<file path="config.mk">
export PLATFORM = sky130hd
export DESIGN_NAME = addr_unit_flat
export DESIGN_NICKNAME = d
export VERILOG_FILES = /design/src/rtl/cpu_pkg.sv /design/src/rtl/addr_unit_if.sv /design/src/rtl/stack_ptr.sv /design/src/rtl/addr_unit.sv /design/src/flat_wrapper.sv
export SDC_FILE = /design/constraint.sdc
export NUM_CORES = 1
export LEC_CHECK = 0
export CORE_ASPECT_RATIO = 0.7
export CORE_MARGIN = 1.5
export CORE_UTILIZATION = 45
export DETAILED_ROUTE_END_ITERATION = 10
export PLACE_DENSITY = 0.81
export SLEW_MARGIN = 15
export SYNTH_ARGS = -nofsm -noshare
export SYNTH_HDL_FRONTEND = slang
export SYNTH_SLANG_ARGS = --single-unit
</file>
<file path="constraint.sdc">
create_clock -name CLK -period 2.6 [get_ports CLK]
set_input_delay 0.52 -clock CLK [delete_from_list [all_inputs] [get_ports CLK]]
set_output_delay 0.52 -clock CLK [all_outputs]
set_load 0.01 [all_outputs]
</file>
<file path="src/rtl/cpu_pkg.sv">
// Shared CPU definitions: datapath widths, opcode map and control FSM states.
package cpu_pkg;

   localparam int CPU_AW = 8;
   localparam int CPU_DW = 8;

   localparam logic [7:0] OP_HALT = 8'h04;
   localparam logic [7:0] OP_JMP  = 8'h10;
   localparam logic [7:0] OP_LDSP = 8'h15;
   localparam logic [7:0] OP_PUSH = 8'h16;
   localparam logic [7:0] OP_POP  = 8'h17;
   localparam logic [7:0] OP_CALL = 8'h18;
   localparam logic [7:0] OP_RET  = 8'h19;

   typedef enum logic [3:0] {
      ST_RESET   = 4'd0,
      ST_FETCH_U = 4'd1,
      ST_FETCH_L = 4'd2,
      ST_DECODE  = 4'd3,
      ST_EXEC    = 4'd4,
      ST_SPDECR  = 4'd5,
      ST_SPM     = 4'd6,
      ST_SPR     = 4'd7,
      ST_SPLAC   = 4'd8,
      ST_HALT    = 4'd9
   } cpu_state_e;

endpackage

</file>
<file path="src/rtl/addr_unit_if.sv">
// Strobe and memory-port bundle between the control FSM / memory and addr_unit.
interface addr_unit_if #(
   parameter int AW = 8,
   parameter int DW = 8
);
   logic [DW-1:0] mem_rdata;
   logic [DW-1:0] ac;

   logic LOAD_IRU, LOAD_IRL, LOAD_PC, INCR_PC, FETCH;
   logic LOAD_SP, DECR_SP, INCR_SP, FETCH_SP, FETCH_DATA, STORE_MEM;

   logic [DW-1:0] opcode;
   logic [AW-1:0] operand;
   logic [AW-1:0] pc;
   logic [AW-1:0] sp;
   logic [AW-1:0] mem_addr;
   logic [DW-1:0] mem_wdata;
   logic          mem_we;
   logic          stk_ovf;
   logic          stk_unf;
   logic [15:0]   instr_cnt;

   modport master (
      output mem_rdata, ac,
      output LOAD_IRU, LOAD_IRL, LOAD_PC, INCR_PC, FETCH,
      output LOAD_SP, DECR_SP, INCR_SP, FETCH_SP, FETCH_DATA, STORE_MEM,
      input  opcode, operand, pc, sp, mem_addr, mem_wdata, mem_we,
      input  stk_ovf, stk_unf, instr_cnt
   );

   modport slave (
      input  mem_rdata, ac,
      input  LOAD_IRU, LOAD_IRL, LOAD_PC, INCR_PC, FETCH,
      input  LOAD_SP, DECR_SP, INCR_SP, FETCH_SP, FETCH_DATA, STORE_MEM,
      output opcode, operand, pc, sp, mem_addr, mem_wdata, mem_we,
      output stk_ovf, stk_unf, instr_cnt
   );
endinterface

</file>
<file path="src/rtl/stack_ptr.sv">
// Stack pointer with full/empty guards and sticky fault flags.
// Stack grows downward from SP_INIT (empty) to SP_LIMIT (full).
module stack_ptr
   import cpu_pkg::*;
#(
   parameter int            AW       = CPU_AW,
   parameter logic [AW-1:0] SP_INIT  = 8'hFF,
   parameter logic [AW-1:0] SP_LIMIT = 8'hE0
) (
   input  logic          CLK,
   input  logic          RESET,
   input  logic          load_sp,
   input  logic          decr_sp,
   input  logic          incr_sp,
   input  logic [AW-1:0] operand,
   output logic [AW-1:0] sp,
   output logic          stk_ovf,
   output logic          stk_unf
);

   logic [AW-1:0] sp_q, sp_d;
   logic          ovf_q, ovf_d;
   logic          unf_q, unf_d;

   // Next SP and flags: load > push > pop; a blocked move holds SP and latches its flag.
   always_comb begin
      sp_d  = sp_q;
      ovf_d = ovf_q;
      unf_d = unf_q;
      if (load_sp) begin
         sp_d  = operand;
         ovf_d = 1'b0;
         unf_d = 1'b0;
      end else if (decr_sp) begin
         if (sp_q == SP_LIMIT) ovf_d = 1'b1;
         else                  sp_d  = sp_q - AW'(1);
      end else if (incr_sp) begin
         if (sp_q == SP_INIT) unf_d = 1'b1;
         else                 sp_d  = sp_q + AW'(1);
      end
   end

   // State registers with synchronous reset taking precedence over all strobes.
   always_ff @(posedge CLK) begin
      if (RESET) begin
         sp_q  <= SP_INIT;
         ovf_q <= 1'b0;
         unf_q <= 1'b0;
      end else begin
         sp_q  <= sp_d;
         ovf_q <= ovf_d;
         unf_q <= unf_d;
      end
   end

   assign sp      = sp_q;
   assign stk_ovf = ovf_q;
   assign stk_unf = unf_q;

endmodule

</file>
<file path="src/rtl/addr_unit.sv">
// Datapath registers (PC, split IR, SP) and memory address/data muxing.
module addr_unit
   import cpu_pkg::*;
#(
   parameter int            AW       = CPU_AW,
   parameter int            DW       = CPU_DW,
   parameter logic [AW-1:0] SP_INIT  = 8'hFF,
   parameter logic [AW-1:0] SP_LIMIT = 8'hE0
) (
   input logic        CLK,
   input logic        RESET,
   addr_unit_if.slave bus
);

   logic [AW-1:0] pc_q, pc_d;
   logic [DW-1:0] opcode_q, opcode_d;
   logic [AW-1:0] operand_q, operand_d;
   logic [15:0]   instr_cnt_q, instr_cnt_d;
   logic [AW-1:0] sp;
   logic          stk_ovf;
   logic          stk_unf;

   // Next-state for IR halves, PC (jump beats increment) and the fetch counter.
   always_comb begin
      opcode_d    = opcode_q;
      operand_d   = operand_q;
      pc_d        = pc_q;
      instr_cnt_d = instr_cnt_q;
      if (bus.LOAD_IRU) begin
         opcode_d    = bus.mem_rdata;
         instr_cnt_d = instr_cnt_q + 16'd1;
      end
      if (bus.LOAD_IRL) operand_d = bus.mem_rdata;
      if (bus.LOAD_PC)      pc_d = operand_q;
      else if (bus.INCR_PC) pc_d = pc_q + AW'(1);
   end

   // Register update; reset wins over any strobe on the same edge.
   always_ff @(posedge CLK) begin
      if (RESET) begin
         pc_q        <= '0;
         opcode_q    <= '0;
         operand_q   <= '0;
         instr_cnt_q <= '0;
      end else begin
         pc_q        <= pc_d;
         opcode_q    <= opcode_d;
         operand_q   <= operand_d;
         instr_cnt_q <= instr_cnt_d;
      end
   end

   stack_ptr #(
      .AW       (AW),
      .SP_INIT  (SP_INIT),
      .SP_LIMIT (SP_LIMIT)
   ) u_stack_ptr (
      .CLK     (CLK),
      .RESET   (RESET),
      .load_sp (bus.LOAD_SP),
      .decr_sp (bus.DECR_SP),
      .incr_sp (bus.INCR_SP),
      .operand (operand_q),
      .sp      (sp),
      .stk_ovf (stk_ovf),
      .stk_unf (stk_unf)
   );

   // Memory port is purely combinational from current registers, so a same-cycle
   // LOAD_PC still addresses the old PC.
   always_comb begin
      if (bus.FETCH_SP)  bus.mem_addr = sp;
      else if (bus.FETCH) bus.mem_addr = pc_q;
      else               bus.mem_addr = operand_q;
   end

   assign bus.mem_wdata = bus.FETCH_DATA ? pc_q : bus.ac;
   assign bus.mem_we    = bus.STORE_MEM;

   assign bus.opcode    = opcode_q;
   assign bus.operand   = operand_q;
   assign bus.pc        = pc_q;
   assign bus.sp        = sp;
   assign bus.stk_ovf   = stk_ovf;
   assign bus.stk_unf   = stk_unf;
   assign bus.instr_cnt = instr_cnt_q;

endmodule

</file>
<file path="src/flat_wrapper.sv">
// flat-port wrapper written by rule: the top's interface ports become plain ports
module addr_unit_flat import cpu_pkg::*;
#(
   parameter int            AW       = CPU_AW,
   parameter int            DW       = CPU_DW,
   parameter logic [AW-1:0] SP_INIT  = 8'hFF,
   parameter logic [AW-1:0] SP_LIMIT = 8'hE0
)
  (CLK, RESET, bus_mem_rdata, bus_ac, bus_LOAD_IRU, bus_LOAD_IRL, bus_LOAD_PC, bus_INCR_PC, bus_FETCH, bus_LOAD_SP, bus_DECR_SP, bus_INCR_SP, bus_FETCH_SP, bus_FETCH_DATA, bus_STORE_MEM, bus_opcode, bus_operand, bus_pc, bus_sp, bus_mem_addr, bus_mem_wdata, bus_mem_we, bus_stk_ovf, bus_stk_unf, bus_instr_cnt);
  addr_unit_if #(.AW(AW), .DW(DW)) bus_i ();
  input logic CLK;
  input logic RESET;
  input wire logic [$bits(bus_i.mem_rdata)-1:0] bus_mem_rdata;
  input wire logic [$bits(bus_i.ac)-1:0] bus_ac;
  input wire logic [$bits(bus_i.LOAD_IRU)-1:0] bus_LOAD_IRU;
  input wire logic [$bits(bus_i.LOAD_IRL)-1:0] bus_LOAD_IRL;
  input wire logic [$bits(bus_i.LOAD_PC)-1:0] bus_LOAD_PC;
  input wire logic [$bits(bus_i.INCR_PC)-1:0] bus_INCR_PC;
  input wire logic [$bits(bus_i.FETCH)-1:0] bus_FETCH;
  input wire logic [$bits(bus_i.LOAD_SP)-1:0] bus_LOAD_SP;
  input wire logic [$bits(bus_i.DECR_SP)-1:0] bus_DECR_SP;
  input wire logic [$bits(bus_i.INCR_SP)-1:0] bus_INCR_SP;
  input wire logic [$bits(bus_i.FETCH_SP)-1:0] bus_FETCH_SP;
  input wire logic [$bits(bus_i.FETCH_DATA)-1:0] bus_FETCH_DATA;
  input wire logic [$bits(bus_i.STORE_MEM)-1:0] bus_STORE_MEM;
  output wire logic [$bits(bus_i.opcode)-1:0] bus_opcode;
  output wire logic [$bits(bus_i.operand)-1:0] bus_operand;
  output wire logic [$bits(bus_i.pc)-1:0] bus_pc;
  output wire logic [$bits(bus_i.sp)-1:0] bus_sp;
  output wire logic [$bits(bus_i.mem_addr)-1:0] bus_mem_addr;
  output wire logic [$bits(bus_i.mem_wdata)-1:0] bus_mem_wdata;
  output wire logic [$bits(bus_i.mem_we)-1:0] bus_mem_we;
  output wire logic [$bits(bus_i.stk_ovf)-1:0] bus_stk_ovf;
  output wire logic [$bits(bus_i.stk_unf)-1:0] bus_stk_unf;
  output wire logic [$bits(bus_i.instr_cnt)-1:0] bus_instr_cnt;
  assign bus_i.mem_rdata = bus_mem_rdata;
  assign bus_i.ac = bus_ac;
  assign bus_i.LOAD_IRU = bus_LOAD_IRU;
  assign bus_i.LOAD_IRL = bus_LOAD_IRL;
  assign bus_i.LOAD_PC = bus_LOAD_PC;
  assign bus_i.INCR_PC = bus_INCR_PC;
  assign bus_i.FETCH = bus_FETCH;
  assign bus_i.LOAD_SP = bus_LOAD_SP;
  assign bus_i.DECR_SP = bus_DECR_SP;
  assign bus_i.INCR_SP = bus_INCR_SP;
  assign bus_i.FETCH_SP = bus_FETCH_SP;
  assign bus_i.FETCH_DATA = bus_FETCH_DATA;
  assign bus_i.STORE_MEM = bus_STORE_MEM;
  assign bus_opcode = bus_i.opcode;
  assign bus_operand = bus_i.operand;
  assign bus_pc = bus_i.pc;
  assign bus_sp = bus_i.sp;
  assign bus_mem_addr = bus_i.mem_addr;
  assign bus_mem_wdata = bus_i.mem_wdata;
  assign bus_mem_we = bus_i.mem_we;
  assign bus_stk_ovf = bus_i.stk_ovf;
  assign bus_stk_unf = bus_i.stk_unf;
  assign bus_instr_cnt = bus_i.instr_cnt;
  addr_unit #(.AW(AW), .DW(DW), .SP_INIT(SP_INIT), .SP_LIMIT(SP_LIMIT)) u_core (.CLK(CLK), .RESET(RESET), .bus(bus_i));
endmodule
</file>
* Yosys cells after proc, flatten, opt, wreduce, memory -nomap -nowiden
Cells that the tools add are included.
Word-level totals: register bits after elaboration 50, input port bits 29, output and inout bits 67
Cells by class: add/subtract/negate cells 4, equal/unequal tests 4, mux-type cells 10, bitwise logic cells 1, reduce and logical (&&, ||, !) cells 6
Operators with widths (count):
- 8-bit 2-to-1 mux | 10
- 16-bit by 1-bit adder with 16-bit output, second input constant | 1
- 8-bit by 1-bit adder with 8-bit output, second input constant | 2
- 8-bit equality test, second input constant | 2
- 8-bit by 1-bit subtractor with 8-bit output, second input constant | 1
- 3-bit != test, second input constant | 2
- 3-bit AND reduction | 2
- 3-bit nonzero test | 1
- 2-bit AND reduction | 1
- 2-bit nonzero test | 1
- 2-bit OR reduction | 1
- 1-bit NOT | 1

* Longest topological paths before layout
depth in word-level cells 5, gate-level depth with buffers 8

* Cells and area by module
A second synthesis with hierarchy kept.
Unflattened totals: cell total of the unflattened synthesis 309, area, all modules 2751.4 um2
By module, submodules not included:
- addr_unit | times used 1, cells each 216, area an instance 1963.1 um2
- stack_ptr | times used 1, cells each 93, area an instance 788.3 um2

* Worst setup path after synthesis
No wires, ideal clock.
path kind input -> register, start point in bus_DECR_SP, end point reg u_core.u_stack_ptr.sp_q[7], in the netlist u_core.u_stack_ptr.sp[7], setup time 0.127 ns, arrival 1.912 ns, slack 0.561 ns, stages 7, buffers on the path 0, cells stage by stage ha_1 a211oi_1 o21ai_1 o31ai_1 xnor2_1 a2111oi_2 nor3b_1
On the way: cells in the longest elaborated chain, start to end 2
RTL lines:
- from (decl) | RTL line flat_wrapper.sv:21 | input wire logic [$bits(bus_i.DECR_SP)-1:0] bus_DECR_SP;
- 3-bit != test (no line) (tied with other cells)
- 3-bit AND reduction (no line) or 8-bit 2-to-1 mux (tied branches)
- to (signal assigned) | RTL line stack_ptr.sv:50 | sp_q <= sp_d;
- to (decl) | RTL line stack_ptr.sv:21 | logic [AW-1:0] sp_q, sp_d;
Several ways; a longest one is shown, not always the timed one. A chain may end at the register's enable or synchronous reset.

* Worst setup path after layout
start point in bus_FETCH, end point out bus_mem_addr[0]
On the way: cells in the longest elaborated chain, start to end 2
RTL lines:
- from (decl) | RTL line flat_wrapper.sv:19 | input wire logic [$bits(bus_i.FETCH)-1:0] bus_FETCH;
- 8-bit 2-to-1 mux | RTL line addr_unit.sv:73 | else if (bus.FETCH) bus.mem_addr = pc_q;
- 8-bit 2-to-1 mux | RTL line addr_unit.sv:72 | if (bus.FETCH_SP) bus.mem_addr = sp;
- to (decl) | RTL line flat_wrapper.sv:30 | output wire logic [$bits(bus_i.mem_addr)-1:0] bus_mem_addr;
Every way passes these cells.

==> summary.txt <==
flip-flop and latch area - 0.00100 mm^2
Die Ht - 67.1 um
Placement Setup Slack - -162 ps
min cycle time layout - 2520 ps
Seq/Total Area, Yosys - 37.9%
status - finished, final reports clean
Hold Path Stages - 1
clock skew - 7.37 ps
Synth area leaders - dfxtp_1, mux2i_1, nor2_1
Mapped Area - 0.00264 mm^2
hpwl dp - 5230 um
CP endpoint kind - output port
Yosys reg bits - 50
Total Nets Final - 437
RR Endpoint - u_core.u_stack_ptr.sp[7]
CP required - 2080 ps
syn nets - 338
area leader, netlist - dfxtp_1
Synth cell types - 43
post-CTS setup buffer count - 0
CTS tree - yes
Routed Wire Length - 6860 um
Starting Density - 46.4%
Worst-path clk slew - 90 ps
Die W - 94.6 um
FMAX - 0.396 GHz
CP max FO - 8
die area - 0.00635 mm^2
H-tree Lvls - 2
antenna violations before repair - 0
Worst EP arrival - 2000 ps
final setup margin - 77.6 ps
first-pass GRT wire length - 11,000 um
Syn Area/Cell - 8.81 um^2
Routed Antenna Nets - 0
largest net degree at the start of global routing - 33
port bufs - 93
gr usage total - 22.2%
GRT overflow - 0
combined area of the multi-input logic cells - 0.00156 mm^2
Critical R2R Launch - u_core.u_stack_ptr.sp[1]
vias - 2,501
area grow syn2layout - 44.7%
Worst Hold Class - register to register
Setup TNS - 0 ps
post-route design area - 0.00382 mm^2
R2R cell count - 7
yosys warns - 0
Synth top cells by count - dfxtp_1, nor2_1, mux2i_1, a21oi_1, nand2_1
max-cap violations - 0
Yosys top cell area share - 37.9%
relative slew slack - 62.4%
number of DRC markers in iteration 0 - 164
Max Slew Vio Count - 0
clock root cell - clkbuf_8
CTS buffer count - 5
Area after DPL - 0.00372 mm^2
Startpoint Class - input port
vias in the first global route - 2,301
Post-synth ARST share - 0%
clock sink count - 50
CTS max path bufs - 2
Skew-Pair Late Insertion Delay - 300 ps
PwrDens - 491 mW/mm^2
num rows - 23
final hold slack - 471 ps
Tcrit/Tclk final - 97.0%
Routability Congestion - 0.886
drt pass-1 iters - 4
core footprint - 0.00570 mm^2
R2R Setup Slk - 480 ps
static leakage - 1.52 nW
unrepaired setup endpoints after global routing - false
ratio of cells with drive above 1 in the final layout - 10.3%
final setup fails - 0
Peak VDD IR - 0.345 mV
Worst Tran Pin Value - 562 ps
wire length per cell - 14.4 um
# fillers - 474
hold endpoint - u_core.u_stack_ptr.stk_unf
synthesized instance count - 300
kind of critical path - input port to output port
Ports - 96
Synth Flop Type - dfxtp_1
Vias/cell - 5.27
min-delay src - u_core.u_stack_ptr.stk_unf
most frequent cell after synthesis - dfxtp_1
final hold violation count - 0
# DRC - 0
Post-synth EDFFs - 0
antenna cells - 0
==> logic make-up after synthesis <==
family                   count (synthesis)  share of synthesized area [%]
XOR/XNOR                                23                           7.62
adder cells (fa/ha/maj)                  9                           4.54
AO/OA/AOI/OAI                           53                           12.5
flip-flops                              50                           37.9
buffers and inverters                   21                           3.12
AND/OR/NAND/NOR                        105                           19.0
multiplexers                            39                           15.3
==> routing by layer <==
metal	GRT usage [%]	routed length, um	part of all wire, %	up-vias
li1	-	-	-	1245
met1	32.6	3520	51	1162
met2	33.5	2820	41	85
met3	4.62	460	6.7	9
met4	5.04	65	0.95	0
met5	0	0	0	-
==> how the worst max path moves through the flow <==
stage | from | end | slack (ps) | depth (start not counted)
6_report | bus_FETCH | bus_mem_addr[0] | 80 | 5
5_1_grt | bus_FETCH | bus_mem_addr[2] | 10 | 5
4_1_cts | bus_FETCH | bus_mem_addr[4] | 40 | 5
3_5_place_dp | bus_DECR_SP | u_core.u_stack_ptr.sp[7] | -160 | 8
3_3_place_gp | bus_DECR_SP | u_core.u_stack_ptr.sp[7] | -50 | 8
2_1_floorplan | bus_DECR_SP | u_core.u_stack_ptr.sp[7] | 560 | 7
==> repair_timing <==
action,4_1_cts,5_1_grt
endpoints found under the setup margin,0,1
gates resized for setup,0,1
endpoints found under the hold margin,0,0
hold buffers,0,0
==> power by group <==
group | switching (mW) | internal, mW
Clock | 0.272 | 0.220
Combinational | 0.227 | 0.293
Sequential | 0.0586 | 0.806
Total | 0.558 | 1.32
==> cells in the final DEF, fill, tap and decap left out, types with 6 or more instances in the layout <==
| cell | n |
|---|---|
| buf_4 | 14 |
| o21ai_1 | 7 |
| clkdlybuf4s50_1 | 92 |
| xor2_1 | 16 |
| ha_1 | 8 |
| nor2_1 | 47 |
| a21oi_1 | 22 |
| nand2_1 | 19 |
| xnor2_1 | 7 |
| dfxtp_1 | 50 |
| mux2i_1 | 30 |
| o21ai_0 | 10 |
| or3_1 | 6 |
| mux2_2 | 8 |
| clkbuf_8 | 6 |
| nor3b_1 | 8 |
| nand4_1 | 7 |
==> per-stage QoR <==
step	total power, mW	std cells	util (%)
2_1_floorplan	1.14	300	-
3_3_place_gp	1.39	467	65.4
3_5_place_dp	1.40	467	65.4
4_1_cts	1.89	475	67.1
5_1_grt	1.97	475	67.1
6_report	1.88	475	67.1
==> cell type report <==
type / count / share of cell area, %
multi-input combinational: 229 / 40.8
inverter: 5 / 0.491
clock buffer: 6 / 2.16
clock inverter: 2 / 0.458
sequential: 50 / 26.2
timing repair buffer: 108 / 27.5
tap: 75 / 2.45
==> registers in the layout, indices dropped and copies added (netlist names) <==
signal and flops:
u_core.u_stack_ptr.stk_unf 1, u_core.u_stack_ptr.stk_ovf 1, u_core.bus.opcode 8, u_core.bus.operand 8, u_core.bus.pc 8, u_core.bus.instr_cnt 16, u_core.u_stack_ptr.sp 8
==> critical path: stages <==
cell and delay [ps]:
clkdlybuf4s50_1 500, buf_12 140, mux2i_1 70, o21ai_0 190, clkdlybuf4s50_1 570
No activity file was read; power rests on OpenSTA's default activity.
==> RTL edit (same settings) <==
Reset style: asynchronous (`RESET`), changed in 2 clocked blocks. Comments in the files are not updated.
--- a/src/rtl/stack_ptr.sv
+++ b/src/rtl/stack_ptr.sv
@@ -43,3 +43,3 @@
    // State registers with synchronous reset taking precedence over all strobes.
-   always_ff @(posedge CLK) begin
+   always_ff @(posedge CLK or posedge RESET) begin
       if (RESET) begin
--- a/src/rtl/addr_unit.sv
+++ b/src/rtl/addr_unit.sv
@@ -38,3 +38,3 @@
    // Register update; reset wins over any strobe on the same edge.
-   always_ff @(posedge CLK) begin
+   always_ff @(posedge CLK or posedge RESET) begin
       if (RESET) begin
Check against the original RTL: differs if RESET is asserted again (counterexample within 4 cycles, from zero or initial values and one cycle with RESET high); with RESET held inactive, the same outputs for 10 cycles.
==> RTL edit against the original RTL <==
  * Cell count is 6.9% lower
  * Routed wire length is 8.7% higher
  * Highest routed layer unchanged
  * Sequential cell count stayed put
  * Final area is 3.4% higher
  * Worst setup slack worse by 0.0091 ns
  * Clock skew is 0.0021 ns lower
  * Synthesized area is 2.7% higher
  * Count of clock-buffer cells in the layout is 1 higher
Power is not compared: it rests on default switching activity, and its combinational part moved more than twofold at a synthesized area within 25%.
==> RTL edit: results (changes against the original RTL) <==
| Metric | Value |
|---|---|
| Outcome | `completed` |
| Placed cells | `434 (-7.1%)` |
| Worst-Margin Slew | `0.5346 ns (-0.02763 ns)` |
| DR iter-0 viols | `148 (-9.8%)` |
| Gpl congestion | `0.8736 (-1.4%)` |
| Xor and xnor area share after synthesis | `0.07738 (+0.001189)` |
| Routed len/inst | `16.88 um (+17%)` |
| Post-Synth Adder-Cell Area | `0.04422 (-0.001214)` |
| Share of cells above drive strength 1 | `0.1717 (+0.06916)` |
| Final Non-Filler Cells | `442 (-6.9%)` |
| Syn_nets | `298 (-12%)` |
| Sequential cell area fraction in the yosys report | `0.4643 (+0.08569)` |
| Post-synth ARST share | `1.000 (+1.000)` |
| Vias | `2387 (-4.6%)` |
| Worst Reg2Reg Path Length in Cells | `8 (+1)` |
| Mux cell area share after synthesis | `0.1446 (-0.008703)` |
| Final Skew | `0.005243 ns (-0.002128 ns)` |
| NumNets Final | `404 (-7.6%)` |
| Top_reg_cell synth | `dfrtp_1` |
| Top cells by instance count after synthesis | `dfrtp_1, nand2_1, mux2_2` |
| Cell variety after synth | `41 (-4.7%)` |
| Synth Area in Compound Gates | `0.1055 (-0.01946)` |
| Synth Area per Inst | `10.45 um2 (+19%)` |
| Global-route wire length before repair | `11.14 mm (+0.88%)` |
| # fillers | `464 (-2.1%)` |
| Ant. Diodes | `0 (unchanged)` |
| Vias in the first global route | `2221 (-3.5%)` |
[RTL edit: worst max-delay path, cell delays in order]
cell	delay [ns]
clkdlybuf4s50_1	0.52
buf_12	0.15
mux2i_1	0.07
o21ai_0	0.17
clkdlybuf4s50_1	0.57
[RTL edit: cell families after synthesis]
group,after synthesis
multiplexers,36
XOR/XNOR,24
AO/OA/AOI/OAI,49
flip-flops,50
adder cells (fa/ha/maj),9
buffers and inverters,19
AND/OR/NAND/NOR,73
[RTL edit: worst paths after layout]
check	startpoint	to	slack, ns
worst max-delay path	bus_FETCH	bus_mem_addr[5]	0.07
worst min-delay path	u_core.bus.instr_cnt[15]$_DFFE_PP0P_	u_core.bus.instr_cnt[15]$_DFFE_PP0P_	0.48
worst max register to register	u_core.u_stack_ptr.sp[0]$_DFFE_PP1P_	u_core.u_stack_ptr.sp[6]$_DFFE_PP1P_	0.26
worst min register to register	u_core.bus.instr_cnt[15]$_DFFE_PP0P_	u_core.bus.instr_cnt[15]$_DFFE_PP0P_	0.48
max in group asynchronous	RESET	u_core.u_stack_ptr.sp[1]$_DFFE_PP1P_	1.42
min in group asynchronous	RESET	u_core.bus.instr_cnt[9]$_DFFE_PP0P_	0.58
[RTL edit: report_power, final]
group          leakage (nW)  total [W]  internal (W)  switching (W)
combinational          1.02    0.00107      0.000611       0.000457
sequential            0.603    0.00114      0.000936       0.000199
clock                0.0585   0.000557      0.000314       0.000243
[RTL edit: through the flow]
step / area (um2) / worst slack [ns]
floorplan: 2716 / 0.5509
global placement: 3834 / 0.05203
detailed placement: 3834 / -0.1292
CTS: 3950 / 0.03828
global route: 3955 / 0.01932
finish: 3955 / 0.06846
[RTL edit: cell type report]
cell class	count	share of cell area
Clock buffer	7	0.02183
Sequential cell	50	0.3189
Clock inverter	1	0.007593
Inverter	8	0.007593
Timing Repair Buffer	110	0.2752
Tap cell	75	0.02373
Multi-Input combinational cell	191	0.3451
[RTL edit: routing by layer]
metal / GRT usage / routed length (um)
met5: 0 / 0
met1: 0.3282 / 3336
met3: 0.04444 / 625
met4: 0.05331 / 40
met2: 0.3706 / 3458
